==> src/rtl/mc_ctrl_fsm.sv <==
// Multicycle RV32I control sequencer plus its ALU control decoder.
//
// alu_decoder
//   opb5_i        in  1  instr[5], separates R-type sub from I-type add
//   funct3_i      in  3  instr[14:12]
//   funct7b5_i    in  1  instr[30]
//   aluop_i       in  2  00 add, 01 sub, 10 decode from funct fields
//   alucontrol_o  out 3  ALU operation select
//
// mc_ctrl_fsm
//   clk, reset    in     rising-edge clock, async active-high reset
//   op, funct3,   in     instruction fields from the IR
//   funct7b5
//   zero          in     ALU zero flag, qualifies beq
//   mem_ready     in     memory finished the current access
//   mem_req, adrsrc, irwrite, pcwrite, regwrite, memwrite   out  enables
//   resultsrc, alusrca, alusrcb, immsrc                      out  muxes
//   alucontrol    out    from alu_decoder
//   illegal       out    sticky trap flag
//   retire        out    one-cycle pulse per completed instruction

module alu_decoder (
    input  logic       opb5_i,
    input  logic [2:0] funct3_i,
    input  logic       funct7b5_i,
    input  logic [1:0] aluop_i,
    output logic [2:0] alucontrol_o
);

    always_comb begin
        alucontrol_o = 3'b000;
        case (aluop_i)
            2'b00: alucontrol_o = 3'b000;
            2'b01: alucontrol_o = 3'b001;
            default: begin
                case (funct3_i)
                    3'b000: begin
                        // Only R-type (op[5]=1) uses funct7b5 to select sub.
                        if (opb5_i && funct7b5_i) begin
                            alucontrol_o = 3'b001;
                        end else begin
                            alucontrol_o = 3'b000;
                        end
                    end
                    3'b010:  alucontrol_o = 3'b101;
                    3'b110:  alucontrol_o = 3'b011;
                    3'b111:  alucontrol_o = 3'b010;
                    default: alucontrol_o = 3'b000;
                endcase
            end
        endcase
    end

endmodule

module mc_ctrl_fsm #(
    parameter bit MEM_WAIT_EN = 1'b1
) (
    input  logic       clk,
    input  logic       reset,
    input  logic [6:0] op,
    input  logic [2:0] funct3,
    input  logic       funct7b5,
    input  logic       zero,
    input  logic       mem_ready,
    output logic       mem_req,
    output logic       adrsrc,
    output logic       irwrite,
    output logic       pcwrite,
    output logic       regwrite,
    output logic       memwrite,
    output logic [1:0] resultsrc,
    output logic [1:0] alusrca,
    output logic [1:0] alusrcb,
    output logic [2:0] alucontrol,
    output logic [1:0] immsrc,
    output logic       illegal,
    output logic       retire
);

    localparam logic [6:0] OP_LW   = 7'b0000011;
    localparam logic [6:0] OP_SW   = 7'b0100011;
    localparam logic [6:0] OP_R    = 7'b0110011;
    localparam logic [6:0] OP_I    = 7'b0010011;
    localparam logic [6:0] OP_BEQ  = 7'b1100011;
    localparam logic [6:0] OP_JAL  = 7'b1101111;

    typedef enum logic [3:0] {
        S_FETCH    = 4'd0,
        S_DECODE   = 4'd1,
        S_MEMADR   = 4'd2,
        S_MEMREAD  = 4'd3,
        S_MEMWB    = 4'd4,
        S_MEMWRITE = 4'd5,
        S_EXECR    = 4'd6,
        S_EXECI    = 4'd7,
        S_ALUWB    = 4'd8,
        S_BEQ      = 4'd9,
        S_JAL      = 4'd10,
        S_TRAP     = 4'd11
    } state_t;

    state_t     state_q;
    state_t     state_d;
    logic       ready;
    logic       pcupdate;
    logic       branch;
    logic [1:0] aluop;

    assign ready = MEM_WAIT_EN ? mem_ready : 1'b1;

    always_ff @(posedge clk or posedge reset) begin
        if (reset) begin
            state_q <= S_FETCH;
        end else begin
            state_q <= state_d;
        end
    end

    always_comb begin
        state_d   = S_FETCH;
        mem_req   = 1'b0;
        adrsrc    = 1'b0;
        irwrite   = 1'b0;
        pcupdate  = 1'b0;
        branch    = 1'b0;
        regwrite  = 1'b0;
        memwrite  = 1'b0;
        resultsrc = 2'b00;
        alusrca   = 2'b00;
        alusrcb   = 2'b00;
        aluop     = 2'b00;
        illegal   = 1'b0;
        retire    = 1'b0;

        case (state_q)
            S_FETCH: begin
                mem_req   = 1'b1;
                resultsrc = 2'b10;
                // PC+4 path only matters in the cycle the fetch lands;
                // while stalled the whole datapath is kept quiet.
                if (ready) begin
                    alusrcb  = 2'b10;
                    irwrite  = 1'b1;
                    pcupdate = 1'b1;
                    state_d  = S_DECODE;
                end else begin
                    state_d  = S_FETCH;
                end
            end
            S_DECODE: begin
                // ALU computes the branch/jump target from OldPC + imm.
                alusrca = 2'b01;
                alusrcb = 2'b01;
                case (op)
                    OP_LW, OP_SW: state_d = S_MEMADR;
                    OP_R:         state_d = S_EXECR;
                    OP_I:         state_d = S_EXECI;
                    OP_BEQ:       state_d = S_BEQ;
                    OP_JAL:       state_d = S_JAL;
                    default:      state_d = S_TRAP;
                endcase
            end
            S_MEMADR: begin
                alusrca = 2'b10;
                alusrcb = 2'b01;
                if (op == OP_LW) begin
                    state_d = S_MEMREAD;
                end else begin
                    state_d = S_MEMWRITE;
                end
            end
            S_MEMREAD: begin
                mem_req = 1'b1;
                adrsrc  = 1'b1;
                state_d = ready ? S_MEMWB : S_MEMREAD;
            end
            S_MEMWB: begin
                resultsrc = 2'b01;
                regwrite  = 1'b1;
                retire    = 1'b1;
                state_d   = S_FETCH;
            end
            S_MEMWRITE: begin
                mem_req  = 1'b1;
                adrsrc   = 1'b1;
                memwrite = 1'b1;
                retire   = ready;
                state_d  = ready ? S_FETCH : S_MEMWRITE;
            end
            S_EXECR: begin
                alusrca = 2'b10;
                aluop   = 2'b10;
                state_d = S_ALUWB;
            end
            S_EXECI: begin
                alusrca = 2'b10;
                alusrcb = 2'b01;
                aluop   = 2'b10;
                state_d = S_ALUWB;
            end
            S_ALUWB: begin
                regwrite = 1'b1;
                retire   = 1'b1;
                state_d  = S_FETCH;
            end
            S_BEQ: begin
                alusrca = 2'b10;
                aluop   = 2'b01;
                branch  = 1'b1;
                retire  = 1'b1;
                state_d = S_FETCH;
            end
            S_JAL: begin
                // Target was latched in DECODE; ALU now forms the link PC+4.
                alusrca  = 2'b01;
                alusrcb  = 2'b10;
                pcupdate = 1'b1;
                state_d  = S_ALUWB;
            end
            S_TRAP: begin
                illegal = 1'b1;
                state_d = S_TRAP;
            end
            default: state_d = S_FETCH;
        endcase
    end

    assign pcwrite = pcupdate | (branch & zero);

    always_comb begin
        immsrc = 2'b00;
        case (op)
            OP_SW:   immsrc = 2'b01;
            OP_BEQ:  immsrc = 2'b10;
            OP_JAL:  immsrc = 2'b11;
            default: immsrc = 2'b00;
        endcase
    end

    alu_decoder u_alu_dec (
        .opb5_i       (op[5]),
        .funct3_i     (funct3),
        .funct7b5_i   (funct7b5),
        .aluop_i      (aluop),
        .alucontrol_o (alucontrol)
    );

endmodule
==> config.mk <==
export PLATFORM = sky130hd
export DESIGN_NAME = mc_ctrl_fsm
export DESIGN_NICKNAME = d
export VERILOG_FILES = /design/src/rtl/mc_ctrl_fsm.sv
export SDC_FILE = /design/constraint.sdc
export NUM_CORES = 1
export LEC_CHECK = 0
export BUFFER_PORTS_ARGS = -buffer_cell sky130_fd_sc_hd__buf_4
export CORE_ASPECT_RATIO = 0.9
export CORE_MARGIN = 2
export CORE_UTILIZATION = 45
export CTS_BUF_LIST = sky130_fd_sc_hd__clkbuf_2 sky130_fd_sc_hd__clkbuf_4 sky130_fd_sc_hd__clkbuf_8
export DETAILED_ROUTE_END_ITERATION = 12
export PLACE_DENSITY = 0.88
export SLEW_MARGIN = 20
export SYNTH_ARGS = -nofsm -noshare
export SYNTH_HDL_FRONTEND = slang
export SYNTH_SLANG_ARGS = --single-unit
==> constraint.sdc <==
create_clock -name clk -period 1.3 [get_ports clk]
set_input_delay 0.195 -clock clk [delete_from_list [all_inputs] [get_ports clk]]
set_output_delay 0.195 -clock clk [all_outputs]
set_load 0.05 [all_outputs]
==> impl_metrics.json, run 1 <==
{
  "synth_simple_gate_area_share_pct": 42.9,
  "seq_area_frac_synth_pct": 15.4,
  "place_hpwl_um": 2860,
  "synthFlopType": "dfrtp_1",
  "port_buffers": 33,
  "synth_nets": 105,
  "lastStage": "detailed placement",
  "synth_adder_area_share_pct": 0,
  "stop_error": "[ERROR DPL-0033] detailed placement checks failed during check placement.",
  "synth_seq_cells": 4,
  "synth_xor_area_share_pct": 4.05,
  "syn_area_per_cell_um2": 7.20,
  "routabilityCongestion": 0.845,
  "synth_top_family_by_area": "simple AND/OR/NAND/NOR gates",
  "synth_edf_count": 0,
  "num_rows": 12,
  "synth_mux_area_share_pct": 1.54,
  "synth_warnings": 0,
  "synth_async_sr_flop_share_pct": 100,
  "outcome": "aborted with a tool error",
  "start_util_pct": 50.2,
  "fp.dieH_um": 40.0,
  "synthCells": 90,
  "syn_area_um2": 648,
  "io_pins": 34,
  "synth_cell_type_count": 38,
  "die_w_um": 44.0,
  "synth_compound_area_share_pct": 23.2
}
==> cell families after synthesis <==
group / after synthesis
flip-flops: 4
multiplexers: 1
buffers and inverters: 12
AO/OA/AOI/OAI: 22
XOR/XNOR: 3
AND/OR/NAND/NOR: 48
==> through the flow <==
| stage | std cells | hold WS (ns) | TNS (ns) | area (µm²) |
|---|---|---|---|---|
| floorplan | 90 | -0.0389 | -2.26 | 870 |
| global placement | 159 | 0.0904 | -2.21 | 1270 |
==> Yosys cell counts, types with 2 or more instances <==
cell / number / area, µm²
nand2b_1: 3 / 18.8
nand2_1: 6 / 22.5
nand4b_1: 2 / 17.5
clkbuf_8: 3 / 41.3
a211oi_1: 2 / 15.0
xnor2_1: 2 / 17.5
nor2_1: 11 / 41.3
and2_1: 2 / 12.5
nand4_1: 2 / 12.5
inv_1: 6 / 22.5
dfrtp_1: 4 / 100
nor2b_1: 5 / 31.3
o21ai_0: 4 / 20.0
nand3_1: 3 / 15.0
nor4_1: 2 / 12.5
a21oi_1: 6 / 30.0
o41ai_1: 2 / 17.5
o21ai_1: 2 / 10.0
nor3_1: 4 / 20.0
==> run 2, diff against run 1 <==
==> config.mk (replaced) <==
export PLATFORM = sky130hd
export DESIGN_NAME = mc_ctrl_fsm
export DESIGN_NICKNAME = d
export VERILOG_FILES = /design/src/rtl/mc_ctrl_fsm.sv
export SDC_FILE = /design/constraint.sdc
export NUM_CORES = 1
export LEC_CHECK = 0
export BUFFER_PORTS_ARGS = -buffer_cell sky130_fd_sc_hd__buf_4
export CORE_AREA = 2 2 63 65
export DETAILED_ROUTE_END_ITERATION = 12
export DIE_AREA = 0 0 65 67
export PLACE_DENSITY_LB_ADDON = 0.15
export SLEW_MARGIN = 20
export SYNTH_ARGS = -nofsm -noshare
export SYNTH_HDL_FRONTEND = slang
export SYNTH_SLANG_ARGS = --single-unit
==> impl_metrics.json, run 2 <==
{
  "first_pass_iters": 4,
  "syn_area_per_cell_um2": 7.20,
  "yosysMostFrequentCell": "nor2_1",
  "cts_tree": "done",
  "leakage_uw": 0.000773,
  "outcome": "complete, but fails checks",
  "clk_pin_slew_worst_paths_ns": 0.04,
  "finalPower_uw": 5380,
  "path_cells": "nand2b_4 -> o32a_1 -> nor2_4 -> buf_6",
  "hold_viol_final": 0,
  "period_share_pct": 129,
  "reg_top3": "state_q (4)",
  "core_um2": 3610,
  "cp.depth": 4,
  "synthToLayoutAreaGrowth_pct": 183,
  "clockBufferDepth": 2,
  "synthCells": 90,
  "final_area_um2": 1830,
  "nets": 179,
  "violations": "negative setup slack",
  "setup_viol": 20,
  "synth_area_leader_cell": "dfrtp_1",
  "track_usage_pct": 14.2,
  "antenna_left": 0,
  "cp.required_ns": 1.11,
  "grt_first_pass_wirelength_um": 4770,
  "rsz0062_at_grt": "yes",
  "largest_reg_flops": 4,
  "grt_pass1_vias": 1039,
  "synthFlopType": "dfrtp_1",
  "routabilityCongestion": 0.747,
  "reg2reg_depth": 7,
  "antenna_found_initial": 0,
  "num_rows": 22,
  "regMostFlops": "state_q",
  "synth_common_cells": "11 x nor2_1, 6 x a21oi_1, 6 x inv_1, 6 x nand2_1, 5 x nor2b_1",
  "synth_top_area_share_pct": 15.4,
  "tightest_slew_ns": 0.384,
  "start_util_pct": 18.0,
  "drv_slew": 0,
  "seq_area_frac_synth_pct": 15.4,
  "seqPwrFrac_pct": 6.4,
  "layout_common_cells": "31 x buf_4, 31 x buf_6, 10 x buf_8, 8 x nor2_4",
  "cpMaxStageDelayCell": "dfrtp_2",
  "pwr-share-clk_pct": 5.1,
  "crit_family": "flip-flops",
  "vias": 979,
  "fmax_ghz": 0.595,
  "synth_cell_type_count": 38,
  "hold_path_class": "primary input to flip-flop",
  "cts_made_buffers": 3,
  "wirelength_um": 2890,
  "p_int_uw": 2710,
  "drv_cap": 0,
  "die-area_um2": 4360,
  "drive_gt1_share_pct": 80.9,
  "instances_no_fill": 210,
  "io_pins": 34,
  "htreeDepth": 1,
  "crit_path_end_kind": "primary output",
  "fin_crit_ns": 1.68,
  "syn_area_um2": 648,
  "synth_edf_count": 0,
  "synth_nets": 105,
  "wl_per_cell_um": 13.8,
  "port_buffers": 33,
  "cts_root_buffer": "clkbuf_8",
  "relSlewSlack_pct": 74.1,
  "drc": 0,
  "die_w_um": 65,
  "combPwrFrac_pct": 88.4,
  "place_area_um2": 1320,
  "skew_ns": 0.00386,
  "worstHoldPathCells": 3,
  "synth_async_sr_flop_share_pct": 100,
  "drt_iter0_drc": 13,
  "path_class": "flip-flop to primary output",
  "clkSinkCount": 4,
  "crit_fanout": 5,
  "gr-total-overflow": 0,
  "start_kind": "flip-flop",
  "whs_ns": 0.244,
  "clk-insertion-delay-late_ns": 0.23,
  "via_per_inst": 4.66,
  "diodes": 0,
  "synth_seq_cells": 4,
  "crit_arrival_ns": 1.49,
  "ir_worst_vdd_uv": 1380,
  "p_per_area_nw_per_um2": 2930,
  "utilization_pct": 50.8,
  "num-fill-cells": 347,
  "finalWorstSetupSlack_ns": -0.381,
  "crit_buf_inv": 1,
  "place_hpwl_um": 2000,
  "p_switching_uw": 2660,
  "synth_warnings": 0,
  "grt_max_degree": 9,
  "slowest_delay_ns": 0.46,
  "fp.dieH_um": 67,
  "yosys-top-cells-area": "dfrtp_1 15%, clkbuf_8 6.4%, nor2_1 6.4%",
  "dp_cells": 196,
  "p_sw_share_pct": 49.5
}
## run 2: cell counts after synthesis
No cell type changed its count.
## run 2: path summary, 6_finish.rpt
check                           start  slack, ns         end
max                        state_q[3]      -0.38     pcwrite
min                             op[5]       0.24  state_q[2]
max reg2reg                state_q[2]      -0.26  state_q[0]
min reg2reg                state_q[3]       0.81  state_q[0]
max in group asynchronous       reset       0.70  state_q[3]
min in group asynchronous       reset       0.42  state_q[1]
## run 2: final cells by class
class                           count  area (µm²)  area share [%]
Multi-Input combinational cell     74         812            44.3
Timing Repair Buffer               75         782            42.7
Sequential cell                     4         105            5.73
Tap cell                           48        60.1            3.28
Clock buffer                        3        41.3            2.25
Inverter                            6        32.5            1.77
## run 2: kinds of logic (layout without fill, tap and decap cells)
| group | after synthesis | after routing | synth area share, % |
|---|---|---|---|
| AND/OR/NAND/NOR | 48 | 48 | 42.9 |
| AO/OA/AOI/OAI | 22 | 22 | 23.2 |
| buffers and inverters | 12 | 84 | 12.9 |
| flip-flops | 4 | 4 | 15.4 |
| XOR/XNOR | 3 | 3 | 4.05 |
| multiplexers | 1 | 1 | 1.54 |
## run 2: metrics by stage
step,setup slack (ns),TNS (ns)
finish,-0.381,-5.42
global route,-0.430,-6.63
CTS,-0.378,-5.22
detailed placement,-0.307,-4.10
global placement,-0.301,-4.08
floorplan,-0.447,-2.26
## run 2: metal layers
| metal | vias up | global-route usage (%) | wire [µm] |
|---|---|---|---|
| li1 | 471 | - | - |
| met1 | 485 | 17.5 | 1210 |
| met2 | 21 | 24.7 | 1580 |
| met3 | 2 | 3.55 | 89 |
| met4 | 0 | 3.46 | 13 |
| met5 | - | 0 | 0 |
## run 2: power by group through the flow
stage          clock, µW  combinational, µW  sequential, µW
2_1_floorplan          0               2390             250
3_3_place_gp           0               3270             349
3_5_place_dp           0               3260             343
4_1_cts              282               4270             312
5_1_grt              294               5010             356
6_report             277               4750             345
## run 2: worst register-to-register path, cell delays in order, from the launching register on
cell and delay (ns):
dfrtp_2 0.45, buf_6 0.16, buf_6 0.11, buf_6 0.11
nand2b_4 0.14, a211oi_4 0.26, o41ai_2 0.11, o21ai_1 0.13
## run 2: timing repair
item / in CTS / in global routing
endpoints found under the setup margin: 22 / 21
gates cloned: 0 / 0
buffers inserted: 8 / 3
endpoints found under the hold margin: 4 / 0
hold buffers: 1 / 0
resized for setup: 67 / 32
pin swaps: 10 / 14
No activity file was read; power rests on OpenSTA's default activity.
